[config.mk]
export PLATFORM = sky130hd
export DESIGN_NAME = ctrl_seq_flat
export DESIGN_NICKNAME = d
export VERILOG_FILES = /design/src/rtl/ctrl_seq_if.sv /design/src/rtl/ctrl_seq.sv /design/src/flat_wrapper.sv
export SDC_FILE = /design/constraint.sdc
export NUM_CORES = 1
export LEC_CHECK = 0
export BUFFER_PORTS_ARGS = -buffer_cell sky130_fd_sc_hd__buf_2
export CAP_MARGIN = 40
export CORE_AREA = 3 3 40 42
export CTS_BUF_LIST = sky130_fd_sc_hd__clkbuf_16
export CTS_CLUSTER_SIZE = 12
export DETAILED_ROUTE_END_ITERATION = 12
export DIE_AREA = 0 0 43 45
export GPL_TIMING_DRIVEN = 0
export SETUP_SLACK_MARGIN = 0.05
export SLEW_MARGIN = 5
export SYNTH_ARGS = -nofsm -noshare
export SYNTH_HDL_FRONTEND = slang
export SYNTH_SLANG_ARGS = --single-unit
[constraint.sdc]
create_clock -name clk -period 4.6 [get_ports clk]
set_input_delay 0.69 -clock clk [delete_from_list [all_inputs] [get_ports clk]]
set_output_delay 0.69 -clock clk [all_outputs]
set_load 0.02 [all_outputs]
[src/rtl/ctrl_seq_if.sv]
// ctrl_seq_if: decode inputs and control-word outputs of the CPU control sequencer.
// The sequencer sits on the master side: it reads opcode/flags and drives controls.
interface ctrl_seq_if #(
    parameter int OP_W = 4
);
    // Decode inputs (IR upper nibble and registered ALU flags)
    logic [OP_W-1:0] opcode;
    logic            carry_flag;
    logic            zero_flag;

    // Bus drivers
    logic            pc_rd_en;
    logic            ir_rd_en;
    logic            ram_rd_en;
    logic            a_rd_en;
    logic            alu_rd_en;

    // Bus loads
    logic            mar_wr_en;
    logic            ir_wr_en;
    logic            a_wr_en;
    logic            b_wr_en;
    logic            ram_wr_en;
    logic            out_wr_en;
    logic            pc_wr_en;
    logic            flags_wr_en;

    // Miscellaneous controls and status
    logic            pc_inc;
    logic            alu_sub;
    logic            halt;
    logic [2:0]      t_state;

    modport master (
        input  opcode, carry_flag, zero_flag,
        output pc_rd_en, ir_rd_en, ram_rd_en, a_rd_en, alu_rd_en,
        output mar_wr_en, ir_wr_en, a_wr_en, b_wr_en, ram_wr_en, out_wr_en,
        output pc_wr_en, flags_wr_en, pc_inc, alu_sub, halt, t_state
    );

    modport slave (
        output opcode, carry_flag, zero_flag,
        input  pc_rd_en, ir_rd_en, ram_rd_en, a_rd_en, alu_rd_en,
        input  mar_wr_en, ir_wr_en, a_wr_en, b_wr_en, ram_wr_en, out_wr_en,
        input  pc_wr_en, flags_wr_en, pc_inc, alu_sub, halt, t_state
    );
endinterface

[src/rtl/ctrl_seq.sv]
// ctrl_seq: five-state T-cycle control sequencer for the 8-bit bus CPU.
// T0/T1 fetch, T2..T4 execute; HLT parks the sequencer in HALT until clr.
// The control word is combinational from (t_state, opcode, flags) and is
// forced to zero while clr is high, run is low, or the sequencer is halted.
// Build option: define CTRL_JUMP_EN to decode JMP/JC/JZ and drive pc_wr_en;
// without it opcodes 0x6..0x8 act as NOP and pc_wr_en is tied low.
module ctrl_seq #(
    parameter int OP_W   = 4,
    parameter int ADDR_W = 4
) (
    input  logic       clk,
    input  logic       clr,
    input  logic       run,
    ctrl_seq_if.master bus
);

    // Opcode and operand are expected to fill the 8-bit instruction register;
    // the operand itself never reaches the sequencer.
    localparam int IR_W = OP_W + ADDR_W;
    if (IR_W != 8) begin : g_nonstd_ir_width
    end

    localparam logic [OP_W-1:0] OPC_LDA = OP_W'(4'h1);
    localparam logic [OP_W-1:0] OPC_ADD = OP_W'(4'h2);
    localparam logic [OP_W-1:0] OPC_SUB = OP_W'(4'h3);
    localparam logic [OP_W-1:0] OPC_STA = OP_W'(4'h4);
    localparam logic [OP_W-1:0] OPC_LDI = OP_W'(4'h5);
    localparam logic [OP_W-1:0] OPC_OUT = OP_W'(4'hE);
    localparam logic [OP_W-1:0] OPC_HLT = OP_W'(4'hF);

    typedef enum logic [2:0] {
        T0   = 3'd0,
        T1   = 3'd1,
        T2   = 3'd2,
        T3   = 3'd3,
        T4   = 3'd4,
        HALT = 3'd7
    } tstate_e;

    tstate_e state_q;
    tstate_e state_d;

    logic active;
    logic mem_op;
    logic alu_op;

    logic pc_rd, ir_rd, ram_rd, a_rd, alu_rd;
    logic mar_wr, ir_wr, a_wr, b_wr, ram_wr, out_wr, flags_wr;
    logic pc_inc, alu_sub;

    assign active = !clr && run && (state_q != HALT);
    assign mem_op = (bus.opcode == OPC_LDA) || (bus.opcode == OPC_ADD) ||
                    (bus.opcode == OPC_SUB) || (bus.opcode == OPC_STA);
    assign alu_op = (bus.opcode == OPC_ADD) || (bus.opcode == OPC_SUB);

`ifdef CTRL_JUMP_EN
    localparam logic [OP_W-1:0] OPC_JMP = OP_W'(4'h6);
    localparam logic [OP_W-1:0] OPC_JC  = OP_W'(4'h7);
    localparam logic [OP_W-1:0] OPC_JZ  = OP_W'(4'h8);

    logic pc_wr;
    logic jump_taken;

    // Flags are looked at only in T2, combinationally, so a flag update from
    // the previous instruction's T4 is already visible.
    assign jump_taken = (bus.opcode == OPC_JMP) ||
                        ((bus.opcode == OPC_JC) && bus.carry_flag) ||
                        ((bus.opcode == OPC_JZ) && bus.zero_flag);
`endif

    // Next T-state: clr dominates, HALT is sticky, run=0 freezes in place.
    always_comb begin
        state_d = state_q;
        if (clr) begin
            state_d = T0;
        end else if ((state_q != HALT) && run) begin
            case (state_q)
                T0:      state_d = T1;
                T1:      state_d = T2;
                T2:      state_d = (bus.opcode == OPC_HLT) ? HALT : T3;
                T3:      state_d = T4;
                T4:      state_d = T0;
                default: state_d = T0;
            endcase
        end
    end

    // T-state register with synchronous clear.
    always_ff @(posedge clk) begin
        if (clr) begin
            state_q <= T0;
        end else begin
            state_q <= state_d;
        end
    end

    // Control-word decode; each branch raises at most one bus driver.
    always_comb begin
        pc_rd    = 1'b0;
        ir_rd    = 1'b0;
        ram_rd   = 1'b0;
        a_rd     = 1'b0;
        alu_rd   = 1'b0;
        mar_wr   = 1'b0;
        ir_wr    = 1'b0;
        a_wr     = 1'b0;
        b_wr     = 1'b0;
        ram_wr   = 1'b0;
        out_wr   = 1'b0;
        flags_wr = 1'b0;
        pc_inc   = 1'b0;
        alu_sub  = 1'b0;
`ifdef CTRL_JUMP_EN
        pc_wr    = 1'b0;
`endif
        if (active) begin
            case (state_q)
                T0: begin
                    pc_rd  = 1'b1;
                    mar_wr = 1'b1;
                end
                T1: begin
                    ram_rd = 1'b1;
                    ir_wr  = 1'b1;
                    pc_inc = 1'b1;
                end
                T2: begin
                    if (mem_op) begin
                        ir_rd  = 1'b1;
                        mar_wr = 1'b1;
                    end else if (bus.opcode == OPC_LDI) begin
                        ir_rd = 1'b1;
                        a_wr  = 1'b1;
                    end else if (bus.opcode == OPC_OUT) begin
                        a_rd   = 1'b1;
                        out_wr = 1'b1;
                    end
`ifdef CTRL_JUMP_EN
                    else if (jump_taken) begin
                        ir_rd = 1'b1;
                        pc_wr = 1'b1;
                    end
`endif
                end
                T3: begin
                    if (bus.opcode == OPC_LDA) begin
                        ram_rd = 1'b1;
                        a_wr   = 1'b1;
                    end else if (alu_op) begin
                        ram_rd = 1'b1;
                        b_wr   = 1'b1;
                    end else if (bus.opcode == OPC_STA) begin
                        a_rd   = 1'b1;
                        ram_wr = 1'b1;
                    end
                end
                T4: begin
                    if (alu_op) begin
                        alu_rd   = 1'b1;
                        a_wr     = 1'b1;
                        flags_wr = 1'b1;
                        alu_sub  = (bus.opcode == OPC_SUB);
                    end
                end
                default: begin
                end
            endcase
        end
    end

    assign bus.pc_rd_en    = pc_rd;
    assign bus.ir_rd_en    = ir_rd;
    assign bus.ram_rd_en   = ram_rd;
    assign bus.a_rd_en     = a_rd;
    assign bus.alu_rd_en   = alu_rd;
    assign bus.mar_wr_en   = mar_wr;
    assign bus.ir_wr_en    = ir_wr;
    assign bus.a_wr_en     = a_wr;
    assign bus.b_wr_en     = b_wr;
    assign bus.ram_wr_en   = ram_wr;
    assign bus.out_wr_en   = out_wr;
    assign bus.flags_wr_en = flags_wr;
    assign bus.pc_inc      = pc_inc;
    assign bus.alu_sub     = alu_sub;
    assign bus.halt        = (state_q == HALT);
    assign bus.t_state     = state_q;

`ifdef CTRL_JUMP_EN
    assign bus.pc_wr_en    = pc_wr;
`else
    // Jumps compiled out: flags have no consumer and the PC is never loaded.
    logic unused_flags;
    assign unused_flags    = bus.carry_flag ^ bus.zero_flag;
    assign bus.pc_wr_en    = 1'b0;
`endif

endmodule

[src/flat_wrapper.sv]
// flat-port wrapper written by rule: the top's interface ports become plain ports
module ctrl_seq_flat 
#(
    parameter int OP_W   = 4,
    parameter int ADDR_W = 4
)
  (clk, clr, run, bus_opcode, bus_carry_flag, bus_zero_flag, bus_pc_rd_en, bus_ir_rd_en, bus_ram_rd_en, bus_a_rd_en, bus_alu_rd_en, bus_mar_wr_en, bus_ir_wr_en, bus_a_wr_en, bus_b_wr_en, bus_ram_wr_en, bus_out_wr_en, bus_pc_wr_en, bus_flags_wr_en, bus_pc_inc, bus_alu_sub, bus_halt, bus_t_state);
  ctrl_seq_if #(.OP_W(OP_W)) bus_i ();
  input  logic clk;
  input  logic clr;
  input  logic run;
  input wire logic [$bits(bus_i.opcode)-1:0] bus_opcode;
  input wire logic [$bits(bus_i.carry_flag)-1:0] bus_carry_flag;
  input wire logic [$bits(bus_i.zero_flag)-1:0] bus_zero_flag;
  output wire logic [$bits(bus_i.pc_rd_en)-1:0] bus_pc_rd_en;
  output wire logic [$bits(bus_i.ir_rd_en)-1:0] bus_ir_rd_en;
  output wire logic [$bits(bus_i.ram_rd_en)-1:0] bus_ram_rd_en;
  output wire logic [$bits(bus_i.a_rd_en)-1:0] bus_a_rd_en;
  output wire logic [$bits(bus_i.alu_rd_en)-1:0] bus_alu_rd_en;
  output wire logic [$bits(bus_i.mar_wr_en)-1:0] bus_mar_wr_en;
  output wire logic [$bits(bus_i.ir_wr_en)-1:0] bus_ir_wr_en;
  output wire logic [$bits(bus_i.a_wr_en)-1:0] bus_a_wr_en;
  output wire logic [$bits(bus_i.b_wr_en)-1:0] bus_b_wr_en;
  output wire logic [$bits(bus_i.ram_wr_en)-1:0] bus_ram_wr_en;
  output wire logic [$bits(bus_i.out_wr_en)-1:0] bus_out_wr_en;
  output wire logic [$bits(bus_i.pc_wr_en)-1:0] bus_pc_wr_en;
  output wire logic [$bits(bus_i.flags_wr_en)-1:0] bus_flags_wr_en;
  output wire logic [$bits(bus_i.pc_inc)-1:0] bus_pc_inc;
  output wire logic [$bits(bus_i.alu_sub)-1:0] bus_alu_sub;
  output wire logic [$bits(bus_i.halt)-1:0] bus_halt;
  output wire logic [$bits(bus_i.t_state)-1:0] bus_t_state;
  assign bus_i.opcode = bus_opcode;
  assign bus_i.carry_flag = bus_carry_flag;
  assign bus_i.zero_flag = bus_zero_flag;
  assign bus_pc_rd_en = bus_i.pc_rd_en;
  assign bus_ir_rd_en = bus_i.ir_rd_en;
  assign bus_ram_rd_en = bus_i.ram_rd_en;
  assign bus_a_rd_en = bus_i.a_rd_en;
  assign bus_alu_rd_en = bus_i.alu_rd_en;
  assign bus_mar_wr_en = bus_i.mar_wr_en;
  assign bus_ir_wr_en = bus_i.ir_wr_en;
  assign bus_a_wr_en = bus_i.a_wr_en;
  assign bus_b_wr_en = bus_i.b_wr_en;
  assign bus_ram_wr_en = bus_i.ram_wr_en;
  assign bus_out_wr_en = bus_i.out_wr_en;
  assign bus_pc_wr_en = bus_i.pc_wr_en;
  assign bus_flags_wr_en = bus_i.flags_wr_en;
  assign bus_pc_inc = bus_i.pc_inc;
  assign bus_alu_sub = bus_i.alu_sub;
  assign bus_halt = bus_i.halt;
  assign bus_t_state = bus_i.t_state;
  ctrl_seq #(.OP_W(OP_W), .ADDR_W(ADDR_W)) u_core (.clk(clk), .clr(clr), .run(run), .bus(bus_i));
endmodule
### After elaboration in Yosys (flattened, before gate mapping)

Index checks and enable logic that the tools add are counted.

| cells by class | value |
|---|---|
| $add $sub $neg | 0 |
| multipliers | 0 |
| divide/modulo/power cells | 0 |
| order comparisons | 0 |
| eq/ne operators | 13 |
| shift operators | 0 |
| mux-type cells | 41 |
| bitwise gates (word level) | 0 |
| reduce and logical (&&, ||, !) cells | 9 |

Operators by type and width:

| kind | number |
|---|---|
| 2-to-1 mux 1 bit | 35 |
| one-hot mux 3 bit (4 select lines) | 1 |
| == test 4 x 2 -> 1 bit (second input constant) | 2 |
| == test 4 x 3 -> 1 bit (second input constant) | 2 |
| == test 4 bit (second input constant) | 2 |
| == test 3 x 2 -> 1 bit (second input constant) | 2 |
| == test 3 bit (second input constant) | 2 |
| one-hot mux 1 bit (2 select lines) | 3 |
| == test 4 x 1 -> 1 bit (second input constant) | 1 |
| logical OR 1 bit | 4 |
| == test 3 x 1 -> 1 bit (second input constant) | 1 |
| logical AND 1 bit | 3 |
| zero test 3 bit | 1 |
| 2-to-1 mux 3 bit | 1 |
| != test 3 bit (second input constant) | 1 |
| one-hot mux 1 bit (3 select lines) | 1 |
| zero test 1 bit | 1 |

| word-level totals | value |
|---|---|
| register bits after elaboration | 3 |
| latch bits | 0 |
| memory bits (writable) | 0 |
| ROM bits | 0 |
| bits of input ports | 9 |
| output and inout port bits | 19 |
| logic and storage cells | 64 |
| memories | 0 |

### Logic depth before layout (Yosys ltp)

| logic depth | value |
|---|---|
| depth after elaboration | 7 |
| gate-level depth with buffers | 4 |
| depth with buffers taken out | 3 |

### Least setup slack after synthesis

No wires, ideal clock.

| timing | value |
|---|---|
| path kind | input to output |
| start | in bus_opcode[2] |
| end | out bus_alu_sub |
| arrival | 2.345 ns |
| required time | 3.910 ns |
| setup slack | 1.565 ns |
| stages on the path | 4 |
| path buffers | 1 |
| cells stage by stage | buf_2 > or3b_1 > nor4_1 > and2_1 |

| on the way | value |
|---|---|
| cells in the longest elaborated chain, start to end | 5 |
| elaborated cells on any way between the ends | 6 |
| classes of those cells | eq/ne (2); mux (3); reduce/logical (1) |

RTL lines:

| item | RTL line | text |
|---|---|---|
| start: declaration | flat_wrapper.sv:12 | `input wire logic [$bits(bus_i.opcode)-1:0] bus_opcode;` |
| == test 4 x 2 -> 1 bit (on tied branches) | ctrl_seq.sv:54, ctrl_seq.sv:162 |  |
| logical OR 1 bit | ctrl_seq.sv:54 | `assign alu_op = (bus.opcode == OPC_ADD) \|\| (bus.opcode == OPC_SUB);` |
| 2-to-1 mux 1 bit (*) | ctrl_seq.sv:158 | `if (alu_op) begin` |
| 2-to-1 mux 1 bit (*) | ctrl_seq.sv:117 | `case (state_q)` |
| 2-to-1 mux 1 bit (*) | ctrl_seq.sv:116 | `if (active) begin` |
| end: declaration | flat_wrapper.sv:29 | `output wire logic [$bits(bus_i.alu_sub)-1:0] bus_alu_sub;` |

Every way passes the cells marked *; elsewhere a longest branch is shown, timed or not.

### Worst setup path in the final report

| timing | value |
|---|---|
| start | in bus_opcode[3] |
| end | out bus_a_wr_en |

| on the way | value |
|---|---|
| cells in the longest elaborated chain, start to end | 7 |
| elaborated cells on any way between the ends | 15 |
| classes of those cells | eq/ne (5); mux (6); reduce/logical (4) |

RTL lines:

| item | RTL line | text |
|---|---|---|
| == test 4 x 1 -> 1 bit / == test 4 x 2 -> 1 bit (equally long branches) | ctrl_seq.sv:52, ctrl_seq.sv:146, ctrl_seq.sv:54 |  |
| logical OR 1 bit (2 in series) | ctrl_seq.sv:52 | `assign mem_op = (bus.opcode == OPC_LDA) \|\| (bus.opcode == OPC_ADD) \|\|` |
| logical OR 1 bit | ctrl_seq.sv:53 | `(bus.opcode == OPC_SUB) \|\| (bus.opcode == OPC_STA);` |
| 2-to-1 mux 1 bit | ctrl_seq.sv:128 | `if (mem_op) begin` |
| one-hot mux 1 bit (3 select lines) (*) | ctrl_seq.sv:117 |  |
| 2-to-1 mux 1 bit (*) | ctrl_seq.sv:116 |  |
| end: declaration | flat_wrapper.sv:22 | `output wire logic [$bits(bus_i.a_wr_en)-1:0] bus_a_wr_en;` |

Marked as above.

==> summary.txt <==
Layout
  – Final Core Density: around 49%
  – Final net count: 98
  – Commonest non-fill, non-tap cell in the layout: buf_2
  – Layout cells sized above 1: 40.91%
  – FILL cells: 141
  – Area of the multi-input gates: around 310 um2
  – Non-Filler Cell Area, Final: 630.6 um2
  – Max reg flops: 3
  – Most frequent cells in the layout: buf_2 (24), nor2_1 (7), nand2_1 (6), a21oi_1 (4)
  – Area grow syn2layout: 50.90%
  – Register area: about 60 um2
  – ANT cells: 0

Logic synthesis
  – Simple-gate share of the synthesized area: 54.19%
  – Post-Synth XOR/XNOR Area: 2.096%
  – Compound-Gate Fraction of Synth Area: between 10% and 20%
  – Top post-synthesis cells by area: dfxtp_1 (14%), nor2_1 (6.3%), buf_4 (5.4%)
  – Synthesized flop and latch total: 3
  – Warnings, synthesis: 0
  – Mapped Cells: 61
  – Synthesized area per cell: 6.851 um2
  – Seq/Total Area, Yosys: 14.37%
  – Post-synth top area share: around 14%
  – Mapped Area: around 420 um2
  – Yosys top cell by area: dfxtp_1
  – Area share of fa/ha/maj cells after synthesis: 0%
  – Largest family of logic cells by synthesized area: simple AND/OR/NAND/NOR gates
  – Unique masters post-synth: 32
  – Post-synthesis mux area share: 0%
  – Post-Syn Nets: 70

Routing
  – Iteration-0 DRC Markers: 5
  – Detailed Route WL: about 1200 um
  – ANT nets after route: 0
  – Vias: 523
  – DRT Pass-1 Iters: 4
  – Drt via density: 5.078
  – DRC: 0
  – Wire length per cell: 11.60 um

Floorplan
  – Vert. Die Dim: 45 um
  – I/O pin count: 28
  – Initial core utilization: 32.52%
  – Die X: approximately 43 um
  – Die Area: 0.001935 mm2
  – Core region area: 0.001285 mm2
  – Rows: 13

Clocking
  – Clock input transition at the sequential cells of the worst setup and hold paths: 30 ps
  – # clock sinks: 3
  – Post-CTS Resized: 0
  – Number of buffers created by CTS: 3
  – Setup bufs post-CTS: 0
  – Clk root buf: clkbuf_16
  – CTS Hold Bufs: 0
  – Worst skew pair latency: 220 ps
  – Clk buf depth: 2
  – CTS tree: built
  – H-tree levels: 1

Timing
  – Final setup margin: 1925 ps
  – Unrepaired setup endpoints after global routing: false
  – Peak Freq: 373.9 MHz
  – Slew Viols, Final: 0
  – Hold Violations, Final: 0
  – Final Skew: roughly 3.2 ps
  – Minimum clock period: 2675 ps
  – Setup Viol. Count Final: 0
  – Fin Setup TNS: 0 ps
  – Worst hold margin: ~700 ps
  – Final worst path period share: 58.14%

Setup path
  – Crit path largest cell delay: 390 ps
  – Most used cell, CP: buf_2
  – CP Capture Type: output pin
  – Startpoint types: primary input
  – Critical path's top delay family: simple AND/OR/NAND/NOR gates
  – CP max FO: 8
  – Worst path bufs/invs: 2
  – WP data arrival: slightly below 2000 ps
  – CP Cell Sequence: buf_2 > or3b_1 > or3_1 > a221oi_2 > buf_2
  – Critical Path Slowest Stage Cell: or3b_1
  – Worst EP required: 3910 ps
  – CP Class: primary input to output pin

Global routing
  – Vias in the first global route: 395
  – Total track usage: 12.55%
  – Pin count of the biggest net entering global routing: 11
  – Initial antenna violation count: 0
  – First-pass GRT wire length: approximately 1900 um
  – GRT Residual Overflow: 0

Min path
  – Min-delay worst type: primary input to register

Power and ir drop
  – Power density cells: 322.4 mW/mm2
  – Leakage power: 0.2960 nW
  – Worst vdd ir: 0.0003928 V

Flow run
  – Max-capacitance violation count: 0

Placement
  – GPL Wtd Cong: between 0.7 and 0.8
  – DP Wirelength: 906.2 um
  – Placed Area: between 500 and 600 um2
  – Buffers on Ports: 23
  – DP Worst Slack: 1931 ps

Outcome
  – Status: finished clean
## worst register-to-register path, cell delays in order, from the launching register on
cell and delay [ps]:
dfxtp_1 440, nand3_1 120, or4_1 470, a311oi_1 280
## layout make-up
type / instances / area share, %
plain buffers: 7 / 6.349
flip-flops and latches: 3 / 9.524
multi-input cells: 50 / 49.80
well taps: 15 / 2.976
repair buffers: 23 / 18.25
clock inverters: 1 / 0.5952
inverters: 1 / 0.5952
clock buffers: 3 / 11.90
## logic make-up (layout without fill, tap and decap cells)
group	count (synthesis)	after routing
and+or+nand+nor	37	37
other	1	1
xor gates and xnor gates	1	1
AOI/OAI and AO/OA	11	11
DFF	3	3
buffers and inverters	8	35
## worst paths after layout
check,depth (start not counted),end,slack [ps],start
setup / recovery,5,bus_a_wr_en,1930,bus_opcode[3]
hold reg to reg,2,u_core.bus.t_state[2],710,u_core.bus.t_state[0]
setup reg to reg,3,u_core.bus.t_state[2],3190,u_core.bus.t_state[1]
hold / removal,2,u_core.bus.t_state[0],680,clr
## power by group
part           switching (mW)  internal (mW)  total (mW)
Combinational          0.0233         0.0149      0.0382
Sequential            0.00263         0.0280      0.0307
Clock                  0.0225          0.112       0.134
Total                  0.0484          0.155       0.203
## metal layers
| layer | wire length (um) | GRT usage [%] |
|---|---|---|
| met1 | 600 | 16.79 |
| met2 | 524 | 19.76 |
| met3 | 71 | 4.781 |
| met5 | 0 | 0 |
| met4 | 0 | 1.807 |
## per-stage QoR
step           cells  power (mW)
4_1_cts          103      0.2058
6_report         103      0.2033
2_1_floorplan     61     0.05647
3_5_place_dp      99     0.06914
3_3_place_gp      99     0.06871
5_1_grt          103      0.2147
## synth_stat cells, drive strengths merged
cell type  n
a211oi     1
buf        4
nand2      6
dfxtp      3
inv        1
and2       1
or4        1
a221oi     1
or3b       2
a311oi     2
nand2b     4
nand3b     1
o21ai      3
clkbuf     3
and3b      1
nor4       3
nand3      1
nor2       7
nand4bb    1
nor4bb     1
or3        4
a21oi      4
and3       1
conb       1
nand4b     1
nor3       2
xnor2      1
Note: power is estimated with default switching activity, not from simulation.
